## src/rtl/cu_pkg.sv

```systemverilog
`default_nettype none
// cu_pkg: state encoding, opcode and ALU-operation constants for param_control_unit.
// Revision 1.0
package cu_pkg;

  typedef enum logic [2:0] {
    IDLE  = 3'd0,
    FETCH = 3'd1,
    MV    = 3'd2,
    MVI   = 3'd3,
    OP1   = 3'd4,
    OP2   = 3'd5,
    WB    = 3'd6,
    ILL   = 3'd7
  } state_t;

  localparam logic [2:0] OPC_MV   = 3'd0;
  localparam logic [2:0] OPC_MVI  = 3'd1;
  localparam logic [2:0] OPC_ADD  = 3'd2;
  localparam logic [2:0] OPC_SUB  = 3'd3;
  localparam logic [2:0] OPC_MVNZ = 3'd4;
  localparam logic [2:0] OPC_AND  = 3'd5;

  localparam logic [1:0] ALU_ADD = 2'b00;
  localparam logic [1:0] ALU_SUB = 2'b01;
  localparam logic [1:0] ALU_AND = 2'b10;

endpackage
`default_nettype wire

```

## src/rtl/param_control_unit_onehot_dec.sv

```systemverilog
`default_nettype none
// onehot_dec: binary register select to one-hot enable vector.
// Revision 1.0
module onehot_dec #(
  parameter int SEL_W = 3
) (
  input  logic [SEL_W-1:0]      sel,
  output logic [(1<<SEL_W)-1:0] hot
);

  always_comb begin
    hot      = '0;
    hot[sel] = 1'b1;
  end

endmodule
`default_nettype wire

```

## src/rtl/param_control_unit.sv

```systemverilog
`default_nettype none
// param_control_unit: multi-cycle bus sequencer with Run/Done/Busy handshake.
// Optional feature macro ILLEGAL_TRAP_EN adds the Illegal output. Revision 1.0
module param_control_unit
  import cu_pkg::*;
#(
  parameter int NUM_REGS = 8,
  parameter int SEL_W    = $clog2(NUM_REGS),
  parameter int OPC_W    = 3,
  parameter int IR_W     = OPC_W + 2*SEL_W
) (
  input  logic                clk,
  input  logic                Reset,
  input  logic                Run,
  input  logic [IR_W-1:0]     IR,
  input  logic                GZero,
  output logic                IRin,
  output logic [NUM_REGS-1:0] Rin,
  output logic [NUM_REGS-1:0] Rout,
  output logic                Ain,
  output logic                Gin,
  output logic                Gout,
  output logic                DINout,
  output logic [1:0]          AluOp,
  output logic                Busy,
`ifdef ILLEGAL_TRAP_EN
  output logic                Illegal,
`endif
  output logic                Done
);

  state_t               state, next_state;
  logic [OPC_W-1:0]     opc;
  logic [SEL_W-1:0]     rx, ry;
  logic [NUM_REGS-1:0]  rx_hot, ry_hot;
  logic [OPC_W-1:0]     ir_opc;
  logic                 illegal_int;

  assign ir_opc = IR[IR_W-1 -: OPC_W];

  always_ff @(posedge clk) begin
    if (Reset) begin
      state <= IDLE;
      opc   <= '0;
      rx    <= '0;
      ry    <= '0;
    end else begin
      state <= next_state;
      if (state == FETCH) {opc, rx, ry} <= IR;
    end
  end

  onehot_dec #(.SEL_W(SEL_W)) u_rx_dec (.sel(rx), .hot(rx_hot));
  onehot_dec #(.SEL_W(SEL_W)) u_ry_dec (.sel(ry), .hot(ry_hot));

  assign Busy = (state != IDLE);

  always_comb begin
    next_state  = state;
    IRin        = 1'b0;
    Rin         = '0;
    Rout        = '0;
    Ain         = 1'b0;
    Gin         = 1'b0;
    Gout        = 1'b0;
    DINout      = 1'b0;
    AluOp       = ALU_ADD;
    Done        = 1'b0;
    illegal_int = 1'b0;
    case (state)
      IDLE: if (Run) next_state = FETCH;
      FETCH: begin
        IRin = 1'b1;
        case (ir_opc)
          OPC_MV, OPC_MVNZ:          next_state = MV;
          OPC_MVI:                   next_state = MVI;
          OPC_ADD, OPC_SUB, OPC_AND: next_state = OP1;
          default:                   next_state = ILL;
        endcase
      end
      MV: begin
        Rout = ry_hot;
        // mvnz suppresses the write when G is zero
        if (!(opc == OPC_MVNZ && GZero)) Rin = rx_hot;
        Done       = 1'b1;
        next_state = IDLE;
      end
      MVI: begin
        DINout     = 1'b1;
        Rin        = rx_hot;
        Done       = 1'b1;
        next_state = IDLE;
      end
      OP1: begin
        Rout       = rx_hot;
        Ain        = 1'b1;
        next_state = OP2;
      end
      OP2: begin
        Rout = ry_hot;
        Gin  = 1'b1;
        case (opc)
          OPC_SUB: AluOp = ALU_SUB;
          OPC_AND: AluOp = ALU_AND;
          default: AluOp = ALU_ADD;
        endcase
        next_state = WB;
      end
      WB: begin
        Gout       = 1'b1;
        Rin        = rx_hot;
        Done       = 1'b1;
        next_state = IDLE;
      end
      ILL: begin
        Done        = 1'b1;
        illegal_int = 1'b1;
        next_state  = IDLE;
      end
      default: next_state = IDLE;
    endcase
  end

`ifdef ILLEGAL_TRAP_EN
  assign Illegal = illegal_int;
`else
  logic unused_illegal;
  assign unused_illegal = illegal_int;
`endif

endmodule
`default_nettype wire
```

## config.mk

```make
export PLATFORM = sky130hd
export DESIGN_NAME = param_control_unit
export DESIGN_NICKNAME = d
export VERILOG_FILES = /design/src/rtl/cu_pkg.sv /design/src/rtl/param_control_unit_onehot_dec.sv /design/src/rtl/param_control_unit.sv
export SDC_FILE = /design/constraint.sdc
export NUM_CORES = 1
export LEC_CHECK = 0
export ABC_AREA = 1
export BUFFER_PORTS_ARGS = -buffer_cell sky130_fd_sc_hd__buf_2
export CAP_MARGIN = 10
export CELL_PAD_IN_SITES_DETAIL_PLACEMENT = 2
export CELL_PAD_IN_SITES_GLOBAL_PLACEMENT = 2
export CORE_MARGIN = 2
export CORE_UTILIZATION = 22
export DETAILED_ROUTE_END_ITERATION = 12
export PLACE_DENSITY_LB_ADDON = 0.1
export SYNTH_ARGS = -nofsm -noshare
export SYNTH_HDL_FRONTEND = slang
export SYNTH_HIERARCHICAL = 1
export SYNTH_SLANG_ARGS = --single-unit
```

## constraint.sdc

```tcl
create_clock -name clk -period 1.5 [get_ports clk]
set_clock_uncertainty 0.2 [all_clocks]
set_input_delay 0.3 -clock clk [delete_from_list [all_inputs] [get_ports clk]]
set_output_delay 0.3 -clock clk [all_outputs]
set_load 0.05 [all_outputs]
```

==> qor.txt <==
Design Power - 0.00135 W
Ys Warns - 6
post-synthesis mux area share - 0%
Avg Cell Area, Syn - 5.77 um2
DR WL/cell - 19.4 um
vias in the first global route - 1362
sequential-to-total area share from yosys stat - 28.3%
Slew Limit Fails - 0
failing checks - negative setup slack
TritonCTS buffer count - 3
Die X - 66.1 um
switching part of the total - 42.9%
via count - 1237
number of buffers added on ports - 37
Post-Syn Area - 848 um2
Max Fanout on Critical Path - 8
initial antenna violation count - 0
FP Rows - 22
grt total ovfl - 0
relative slew slack - 81.1%
XOR/XNOR Fraction of Synth Area - 0%
Gate Count Post-Synth - 147
clock network power share - 22.6%
Setup violations, final - 33
maximum clock frequency - 496 MHz
FF-to-FF path depth - 7
clk sinks - 12
final instance area - 1840 um2
library cells used by synthesis - 18
Synth Area in Compound Gates - 22.1%
Nets - 224
CTS max path bufs - 2
diode count - 0
DR pass1 iterations - 4
final setup margin - -0.514 ns
Clk Latency, worst-skew pair - 0.25 ns
clk slew on worst S/H paths - 0.06 ns
max cap viols - 0
endpoint class of the critical path - output pin
Critical Path RT - 1.00 ns
post-synthesis simple-gate area fraction - 36.7%
sequential fraction of design power - 29.3%
Hold Path Class - in2reg
run status - finished, violations left
area grow syn2layout - 117%
final hold vios - 0
Die ar. - 4370 um2
H-tree depth - 1
drt drc - 0
root buffer cell - clkbuf_8
overall routing resource usage - 21.4%
largest net degree at the start of global routing - 12
core box area - 3690 um2
DRC marker count from the first detailed-route iteration - 55
Syn Nets - 160
WHS Path Cells - 3
Placer Congestion - 0.788
Ports - 38
Avg Vias per Cell - 4.81
Crit Path Class - reg2out
CTS tree - built
cell-internal power - 0.000768 W
Fillers - 416
proportion of layout cells with a drive suffix above 1 - 55.0%
DRT antenna net count - 0
final worst-path cycle share - 134%
worst-margin pin slew - 0.283 ns
PwrDens - 730 nW/um2
HPWL Detailed - 3080 um
post-layout min period - 2.01 ns
Initial Utilization - 23.0%
RSZ-0062 raised after global routing - yes
first-pass GRT wire length - 6990 um
NetSw - 0.000577 W
die height - 66.1 um
post-synthesis adder-cell area fraction - 0%
Comb pwr share - 48.1%
leak pwr - 0.732 nW
arrival time of the worst setup path - 1.51 ns
drt total wl - 4990 um
Startpoint Class - flip-flop
area post-placement - 1560 um2
number of synthesized register bits - 12
largest family of logic cells by synthesized area - simple AND/OR/NAND/NOR gates
VDD IR max - 0.365 mV
==> final cells by class <==
type	instances	area (um2)	share of cell area [%]
inverters	24	92.6	5.02
well taps	48	60.1	3.26
clock buffers	3	41.3	2.24
multi-input cells	108	786	42.6
flip-flops and latches	12	250	13.6
repair buffers	62	613	33.3
==> metrics by stage <==
stage	hold WS [ns]	TNS [ns]	util (%)	setup slack (ns)	cells
after floorplan	0.239	-6.62	-	-0.552	147
after global placement	0.252	-4.99	42.3	-0.299	251
after detailed placement	0.263	-5.82	42.3	-0.346	251
after CTS	0.108	-10.22	48.5	-0.503	256
after global routing	0.113	-12.30	50.0	-0.563	257
final	0.108	-10.15	50.0	-0.514	257
==> Yosys cell counts <==
master    instances  area share [%]
o21ai_0          17              10
o211ai_1          1            0.89
nor2_2            3             2.2
nor2_1           23              10
nor3_2            1             1.2
or2_2             1            0.74
nand2_1          34              15
nor4_1            1            0.74
nand2_2           1            0.74
buf_6             1             1.3
clkbuf_1          2            0.89
nand4_1           2             1.5
nand3_1           3             1.8
inv_2             5             2.2
inv_1            19             8.4
nor2_4            2             2.7
a21oi_1          19              11
dfxtp_1          12              28
==> cells in the final DEF, fill, tap and decap left out, drive strengths merged <==
| cell | synthesis | layout |
|---|---|---|
| a21oi | 19 | 19 |
| buf | 1 | 62 |
| clkbuf | 2 | 3 |
| dfxtp | 12 | 12 |
| inv | 24 | 24 |
| nand2 | 35 | 35 |
| nand3 | 3 | 3 |
| nand4 | 2 | 2 |
| nor2 | 28 | 28 |
| nor3 | 1 | 1 |
| nor4 | 1 | 1 |
| o211ai | 1 | 1 |
| o21ai | 17 | 17 |
| or2 | 1 | 1 |
==> flip-flops by register name, indices dropped and copies added (netlist names) <==
name,flops
state,3
rx,3
opc,3
ry,3
==> timing repair <==
action | 4_1_cts | 5_1_grt
hold buffers | 0 | 0
endpoints found under the setup margin | 33 | 33
pin swaps | 8 | 4
resized for setup | 52 | 12
gates cloned | 0 | 0
buffers inserted | 3 | 2
hold endpoints to repair | 0 | 0
==> worst paths after layout <==
path / endpoint / slack [ns] / from
min reg2reg: opc[1] / 0.26 / opc[1]
max: Rin[2] / -0.51 / state[1]
max reg2reg: opc[0] / -0.10 / state[1]
min: rx[0] / 0.11 / IR[3]
==> layer usage <==
| layer | vias to the layer above | GRT usage, % | wire [um] |
|---|---|---|---|
| met1 | 598 | 25.4 | 2100 |
| met3 | 10 | 2.90 | 179 |
| met4 | 0 | 6.63 | 119 |
| li1 | 590 | - | - |
| met2 | 39 | 39.5 | 2600 |
| met5 | - | 0 | 0 |
==> power groups by stage <==
stage                     logic [W]  registers (W)  clock network, W
after global routing       0.000691       0.000399          0.000326
final                      0.000647       0.000394          0.000304
after CTS                  0.000607       0.000389          0.000311
after global placement     0.000543       0.000391                 0
after floorplan            0.000352       0.000391                 0
after detailed placement   0.000565       0.000395                 0
==> critical path: stages, from the launching register on <==
cell and delay, ns:
dfxtp_4 0.39, nand2_2 0.12, nor2_4 0.15, nand2_2 0.09, buf_12 0.16, a21oi_4 0.16, buf_6 0.18
==> kinds of logic after synthesis <==
logic type	after synthesis
AO/OA/AOI/OAI	37
buffers and inverters	27
flip-flops	12
AND/OR/NAND/NOR	71
Note: power is estimated with default switching activity, not from simulation.
